===== src/rtl/sync_fifo_core.sv =====
// Single-clock FIFO between the UART command controller and the UART transmitter.
// Define SYNC_FIFO_STATUS_EN to add ALMOST_LEVEL and the almost/overflow/underflow status ports.
module sync_fifo_core #(
  parameter int DATA_BITS = 8,
  parameter int ADDR_BITS = 4
`ifdef SYNC_FIFO_STATUS_EN
  ,
  parameter int ALMOST_LEVEL = 2
`endif
) (
  input  logic                 clk_in,
  input  logic                 n_rst,
  input  logic                 wr_en_in,
  input  logic [DATA_BITS-1:0] wr_data_in,
  input  logic                 rd_en_in,
  output logic [DATA_BITS-1:0] rd_data_out,
  output logic                 full_out,
  output logic                 empty_out,
  output logic [ADDR_BITS:0]   count_out
`ifdef SYNC_FIFO_STATUS_EN
  ,
  output logic                 almost_full_out,
  output logic                 almost_empty_out,
  output logic                 overflow_out,
  output logic                 underflow_out
`endif
);

  localparam int DEPTH = 1 << ADDR_BITS;
  localparam logic [ADDR_BITS:0] PTR_ONE = (ADDR_BITS+1)'(1);

  logic [DATA_BITS-1:0] mem [DEPTH];

  logic [ADDR_BITS:0]   wr_ptr_reg;
  logic [ADDR_BITS:0]   wr_ptr_next;
  logic [ADDR_BITS:0]   rd_ptr_reg;
  logic [ADDR_BITS:0]   rd_ptr_next;
  logic [DATA_BITS-1:0] rd_data_reg;
  logic                 wr_acc;
  logic                 rd_acc;
  logic                 full_flag;
  logic                 empty_flag;
  logic [ADDR_BITS:0]   count_val;

  // Flags depend only on the registered pointers, so no input reaches an output combinationally.
  always_comb begin
    empty_flag = (wr_ptr_reg == rd_ptr_reg);
    full_flag  = (wr_ptr_reg[ADDR_BITS] != rd_ptr_reg[ADDR_BITS]) &&
                 (wr_ptr_reg[ADDR_BITS-1:0] == rd_ptr_reg[ADDR_BITS-1:0]);
    count_val  = wr_ptr_reg - rd_ptr_reg;
  end

  always_comb begin
    wr_acc      = wr_en_in & ~full_flag;
    rd_acc      = rd_en_in & ~empty_flag;
    wr_ptr_next = wr_acc ? (wr_ptr_reg + PTR_ONE) : wr_ptr_reg;
    rd_ptr_next = rd_acc ? (rd_ptr_reg + PTR_ONE) : rd_ptr_reg;
  end

  // Storage is left unreset so it can map onto block RAM.
  always_ff @(posedge clk_in) begin
    if (wr_acc) begin
      mem[wr_ptr_reg[ADDR_BITS-1:0]] <= wr_data_in;
    end
  end

  always_ff @(posedge clk_in or negedge n_rst) begin
    if (!n_rst) begin
      wr_ptr_reg <= '0;
      rd_ptr_reg <= '0;
    end else begin
      wr_ptr_reg <= wr_ptr_next;
      rd_ptr_reg <= rd_ptr_next;
    end
  end

  // Registered read port; holds the last word when no read is accepted.
  always_ff @(posedge clk_in or negedge n_rst) begin
    if (!n_rst) begin
      rd_data_reg <= '0;
    end else if (rd_acc) begin
      rd_data_reg <= mem[rd_ptr_reg[ADDR_BITS-1:0]];
    end
  end

  assign rd_data_out = rd_data_reg;
  assign full_out    = full_flag;
  assign empty_out   = empty_flag;
  assign count_out   = count_val;

`ifdef SYNC_FIFO_STATUS_EN
  localparam logic [ADDR_BITS:0] AF_LEVEL = (ADDR_BITS+1)'(DEPTH - ALMOST_LEVEL);
  localparam logic [ADDR_BITS:0] AE_LEVEL = (ADDR_BITS+1)'(ALMOST_LEVEL);

  logic overflow_reg;
  logic overflow_next;
  logic underflow_reg;
  logic underflow_next;

  // Sticky error flags record any rejected request until the next reset.
  always_comb begin
    overflow_next  = overflow_reg  | (wr_en_in & full_flag);
    underflow_next = underflow_reg | (rd_en_in & empty_flag);
  end

  always_ff @(posedge clk_in or negedge n_rst) begin
    if (!n_rst) begin
      overflow_reg  <= 1'b0;
      underflow_reg <= 1'b0;
    end else begin
      overflow_reg  <= overflow_next;
      underflow_reg <= underflow_next;
    end
  end

  assign almost_full_out  = (count_val >= AF_LEVEL);
  assign almost_empty_out = (count_val <= AE_LEVEL);
  assign overflow_out     = overflow_reg;
  assign underflow_out    = underflow_reg;
`endif

endmodule


===== config.mk =====
export PLATFORM = sky130hd
export DESIGN_NAME = sync_fifo_core
export DESIGN_NICKNAME = d
export VERILOG_FILES = /design/src/rtl/sync_fifo_core.sv
export SDC_FILE = /design/constraint.sdc
export NUM_CORES = 1
export LEC_CHECK = 0
export BUFFER_PORTS_ARGS = -buffer_cell sky130_fd_sc_hd__buf_4
export CELL_PAD_IN_SITES_DETAIL_PLACEMENT = 0
export CELL_PAD_IN_SITES_GLOBAL_PLACEMENT = 1
export CORE_UTILIZATION = 35
export DETAILED_ROUTE_END_ITERATION = 7
export PLACE_DENSITY = 0.55
export SYNTH_ARGS = -nofsm -noshare
export SYNTH_HDL_FRONTEND = slang
export SYNTH_SLANG_ARGS = --single-unit

===== constraint.sdc =====
create_clock -name clk_in -period 5.47 [get_ports clk_in]
set_input_delay 0.547 -clock clk_in [delete_from_list [all_inputs] [get_ports clk_in]]
set_output_delay 0.547 -clock clk_in [all_outputs]
set_load 0.05 [all_outputs]

==> results.md <==
- The total number of vias is 3,048.
- Synthesis inferred 146 register bits.
- The number of cells on the worst reg-to-reg path is 5.
- The floorplan step set the die width to 132 um.
- The max-slew violation count was 0.
- The min-delay analysis places its worst path in the category in2reg.
- The data arrival time at the worst-slack endpoint is 3100 ps.
- For the pin with the worst max-slew slack, the measured transition is 1160 ps.
- At the end of routability-driven placement, the weighted congestion stood at 0.815.
- The clock passes through at most 2 buffers.
- The remaining global-route overflow is 0.
- The residual antenna-violating net count after detailed routing is 0.
- The buffers inserted during post-CTS setup optimization is 0.
- The top-area cell type share of the netlist area is 0.647.
- For this run, the register share of the synthesized area comes to 0.722.
- The total detailed-routing wirelength is 13,300 um.
- The placeable core region is 16,600 um2.
- The average routed wire per standard cell is 21.9 um.
- The number of hold violations in the final report is 0.
- Using the TritonRoute via totals, the vias-per-cell ratio works out to 5.04.
- Static timing analysis puts the maximum clock frequency at 0.325 GHz.
- Summed over all failing endpoints, the final setup total negative slack is 0 ps.
- Once layout is done, the placed cells without fillers occupy 6870 um2.
- After clock tree synthesis, the clock-pin slew on the worst setup and hold paths is 60 ps.
- The worst setup path is captured at a register.
- Yosys printed 0 warnings.
- STA puts the critical path data required time at 5500 ps.
- Of the available clock period, the critical path in the final layout requires 0.562.
- Across the VDD grid, the largest voltage drop is 559 uV.
- The global-route total usage across every layer is 0.165.
- The H-tree was split into 4 levels.
- The area overhead of the layout relative to synthesis is 15.5%.
- The placed wire-length estimate after detailed placement is 8600 um.
- Registers take 4300 um2.
- CTS saw 146 sinks.
- The number of placement rows is 47.
- Clock latency on the worst-skew pair, taken at its later pin, is 420 ps.
- The number of antenna repair diodes is 0.
- The number of different library cells used by synthesis comes to 31.
- For this design the ratio of total power to cell area is 597 nW/um2.
- The number of antenna violations at the first check in global routing is 0.
- The smallest clock period supported by the final layout is computed as 3070 ps.
- Measured against its own limit, the worst slew margin works out to 0.223.
- The class of the most critical setup path is reg2reg.
- The post-route DRC violation count is 0.
- After the first detailed-routing iteration, the DRC count stood at 225.
- Counting the fill cells in the layout gives 1,527.
- The tool flagged a number of max-cap violations equal to 0.
- The CTS tree is yes.
- 27 I/O pins were placed.
- The count of mapped cells out of synthesis is 338.
- The flow ran to the end, and the final reports show no timing, DRC or antenna violations.
- The area after detailed placement is 6320 um2.
- The first TritonRoute pass finished after 4 iterations.
- Synthesis produced a netlist with a net count of 360.
- The clock tree skew after final layout is 12.2 ps.
- The maximum fanout along the worst path is 17.
- The number of global-route vias before repair is 3,195.
- In the post-synthesis netlist, the biggest area contributors are sky130_fd_sc_hd__edfxtp_1 (65%), sky130_fd_sc_hd__dfrtp_1 (7.6%), sky130_fd_sc_hd__mux2i_1 (5.4%), sky130_fd_sc_hd__mux4_2 (4.2%), sky130_fd_sc_hd__mux4_1 (2.2%).
- Port buffering added 26 buffers.
- Summing every instance area after synthesis gives 5940 um2.
- The net count of the finished layout is 394.
- The final count of negative-setup-slack endpoints is 0.
- Setup repair after global routing left no endpoint under its margin.
- The static power due to leakage is 0.00239 uW.
- In the final layout, the multi-input gates occupy 1470 um2.
- A synthesized cell averages 17.6 um2.
- The die covers 17,500 um2.
- In this run the vertical extent of the chip is 132 um.
- The nature of the critical path startpoint is a register.
- In this run, CTS created clock tree buffers numbering 17.
- Counting instances, the worst hold path has a depth of 1.
- The register with the most flip-flops in the layout has 128 of them.
- For this configuration, the core starts out at a cell density of 0.358.
- The number of resized instances in the post-cts repair step is 0.
- The cell at the root of the clock tree is sky130_fd_sc_hd__clkbuf_16.
- Entering global routing, the biggest net connects 51 pins.
- The dominant cell type by area after synthesis is sky130_fd_sc_hd__edfxtp_1.
- Of the cells placed in the final design, the portion with a size suffix greater than 1 is 0.195.
- The first global-routing pass estimated 20,300 um of wire.
==> per-layer routing <==
| layer | share of wire | wire length, um | vias up | global-route usage |
|---|---|---|---|---|
| met4 | 0.018 | 240 | 0 | 0.0683 |
| met2 | 0.49 | 6510 | 60 | 0.255 |
| met5 | 0 | 0 | - | 0 |
| met3 | 0.038 | 504 | 11 | 0.0377 |
| met1 | 0.45 | 6000 | 1580 | 0.226 |
| li1 | - | - | 1397 | - |
==> placed cells by master (no fill, tap or decap), types with 2 or more instances in the layout <==
cell and n:
sky130_fd_sc_hd__nor2_1 24, sky130_fd_sc_hd__mux2i_1 32, sky130_fd_sc_hd__xnor2_1 10, sky130_fd_sc_hd__clkbuf_1 3, sky130_fd_sc_hd__mux4_1 5, sky130_fd_sc_hd__a21o_1 2, sky130_fd_sc_hd__nand2_1 5, sky130_fd_sc_hd__o22ai_1 16
sky130_fd_sc_hd__nor4_1 3, sky130_fd_sc_hd__nand3b_2 2, sky130_fd_sc_hd__xor2_1 3, sky130_fd_sc_hd__nand3_1 2, sky130_fd_sc_hd__nor3_1 4, sky130_fd_sc_hd__a31oi_1 8, sky130_fd_sc_hd__inv_1 12, sky130_fd_sc_hd__and3_1 4
sky130_fd_sc_hd__clkbuf_16 17, sky130_fd_sc_hd__a21oi_1 2, sky130_fd_sc_hd__clkinvlp_4 4, sky130_fd_sc_hd__a22oi_1 8, sky130_fd_sc_hd__o21a_1 2, sky130_fd_sc_hd__nand4_1 5, sky130_fd_sc_hd__clkinv_2 6, sky130_fd_sc_hd__dfrtp_1 17
sky130_fd_sc_hd__ha_1 9, sky130_fd_sc_hd__buf_4 31, sky130_fd_sc_hd__mux4_2 11, sky130_fd_sc_hd__edfxtp_1 128, sky130_fd_sc_hd__o21ai_0 2
==> layout make-up <==
type | instances | area share
sequential | 146 | 0.625
clock buffer | 21 | 0.0656
multi-input combinational | 163 | 0.214
tap | 220 | 0.0401
timing repair buffer | 32 | 0.0353
inverter | 12 | 0.00656
clock inverter | 11 | 0.0131
==> where the power goes <==
| part | total (uW) | leakage, uW | internal [uW] | switching [uW] |
|---|---|---|---|---|
| Combinational | 1540 | 0.000769 | 541 | 1000 |
| Clock | 1060 | 0.000258 | 631 | 425 |
| Sequential | 1500 | 0.00136 | 1380 | 114 |
| Total | 4100 | 0.00239 | 2560 | 1540 |
==> stage by stage <==
step / std cells / hold slack, ps / util / setup WS [ps] / total power [uW]
after floorplan: 338 / 251 / - / 2940 / 2660
after global placement: 572 / 444 / 0.381 / 2460 / 3090
after detailed placement: 572 / 449 / 0.381 / 2410 / 3090
after CTS: 605 / 460 / 0.414 / 2390 / 4150
after global routing: 605 / 472 / 0.414 / 2080 / 4310
final: 605 / 480 / 0.414 / 2400 / 4100
==> critical path: stages (launching register included) <==
cell and delay [ps]:
sky130_fd_sc_hd__dfrtp_1 710, sky130_fd_sc_hd__ha_1 380, sky130_fd_sc_hd__nand4_1 200, sky130_fd_sc_hd__o21a_1 320
sky130_fd_sc_hd__nand2_1 160, sky130_fd_sc_hd__nor3_1 910
==> timing repair <==
item                                   CTS  global route
endpoints found under the hold margin    4             0
setup endpoints to repair                0             0
hold buffers                             1             0
==> cells by family after synthesis <==
family / share of synthesized area
DFF: 0.722
and+or+nand+nor: 0.0423
muxes: 0.118
AOI/OAI and AO/OA: 0.0446
buffers and inverters: 0.0316
xor gates and xnor gates: 0.0192
adders and majority gates: 0.0223
==> synthesized netlist by cell type (all sizes together) <==
| library cell | instances |
|---|---|
| mux4 | 16 |
| nor3 | 4 |
| nor2 | 24 |
| nand4 | 5 |
| buf | 12 |
| mux2i | 32 |
| fa | 1 |
| a21oi | 2 |
| nor4 | 4 |
| a21o | 2 |
| nand3b | 2 |
| ha | 9 |
| or3b | 1 |
| o21ai | 3 |
| a22oi | 8 |
| nand2 | 5 |
| xor2 | 3 |
| o22ai | 16 |
| edfxtp | 128 |
| xnor2 | 10 |
| dfrtp | 18 |
| o21a | 2 |
| clkbuf | 5 |
| nand3 | 2 |
| inv | 12 |
| a31oi | 8 |
| and3 | 4 |
==> path summary, 6_finish.rpt <==
path	slack [ps]	to	startpoint
worst max register to register	2400	mem[11][3]$_DFFE_PP_	wr_ptr_reg[2]$_DFFE_PN0P_
worst min register to register	540	rd_ptr_reg[4]$_DFFE_PN0P_	rd_ptr_reg[4]$_DFFE_PN0P_
min in group asynchronous	550	rd_data_out[2]$_DFFE_PN0P_	n_rst
worst max-delay path	2400	mem[11][3]$_DFFE_PP_	wr_ptr_reg[2]$_DFFE_PN0P_
max in group asynchronous	4690	rd_ptr_reg[1]$_DFFE_PN0P_	n_rst
worst min-delay path	480	mem[13][4]$_DFFE_PP_	wr_data_in[4]
(Power assumes the default switching activity.)
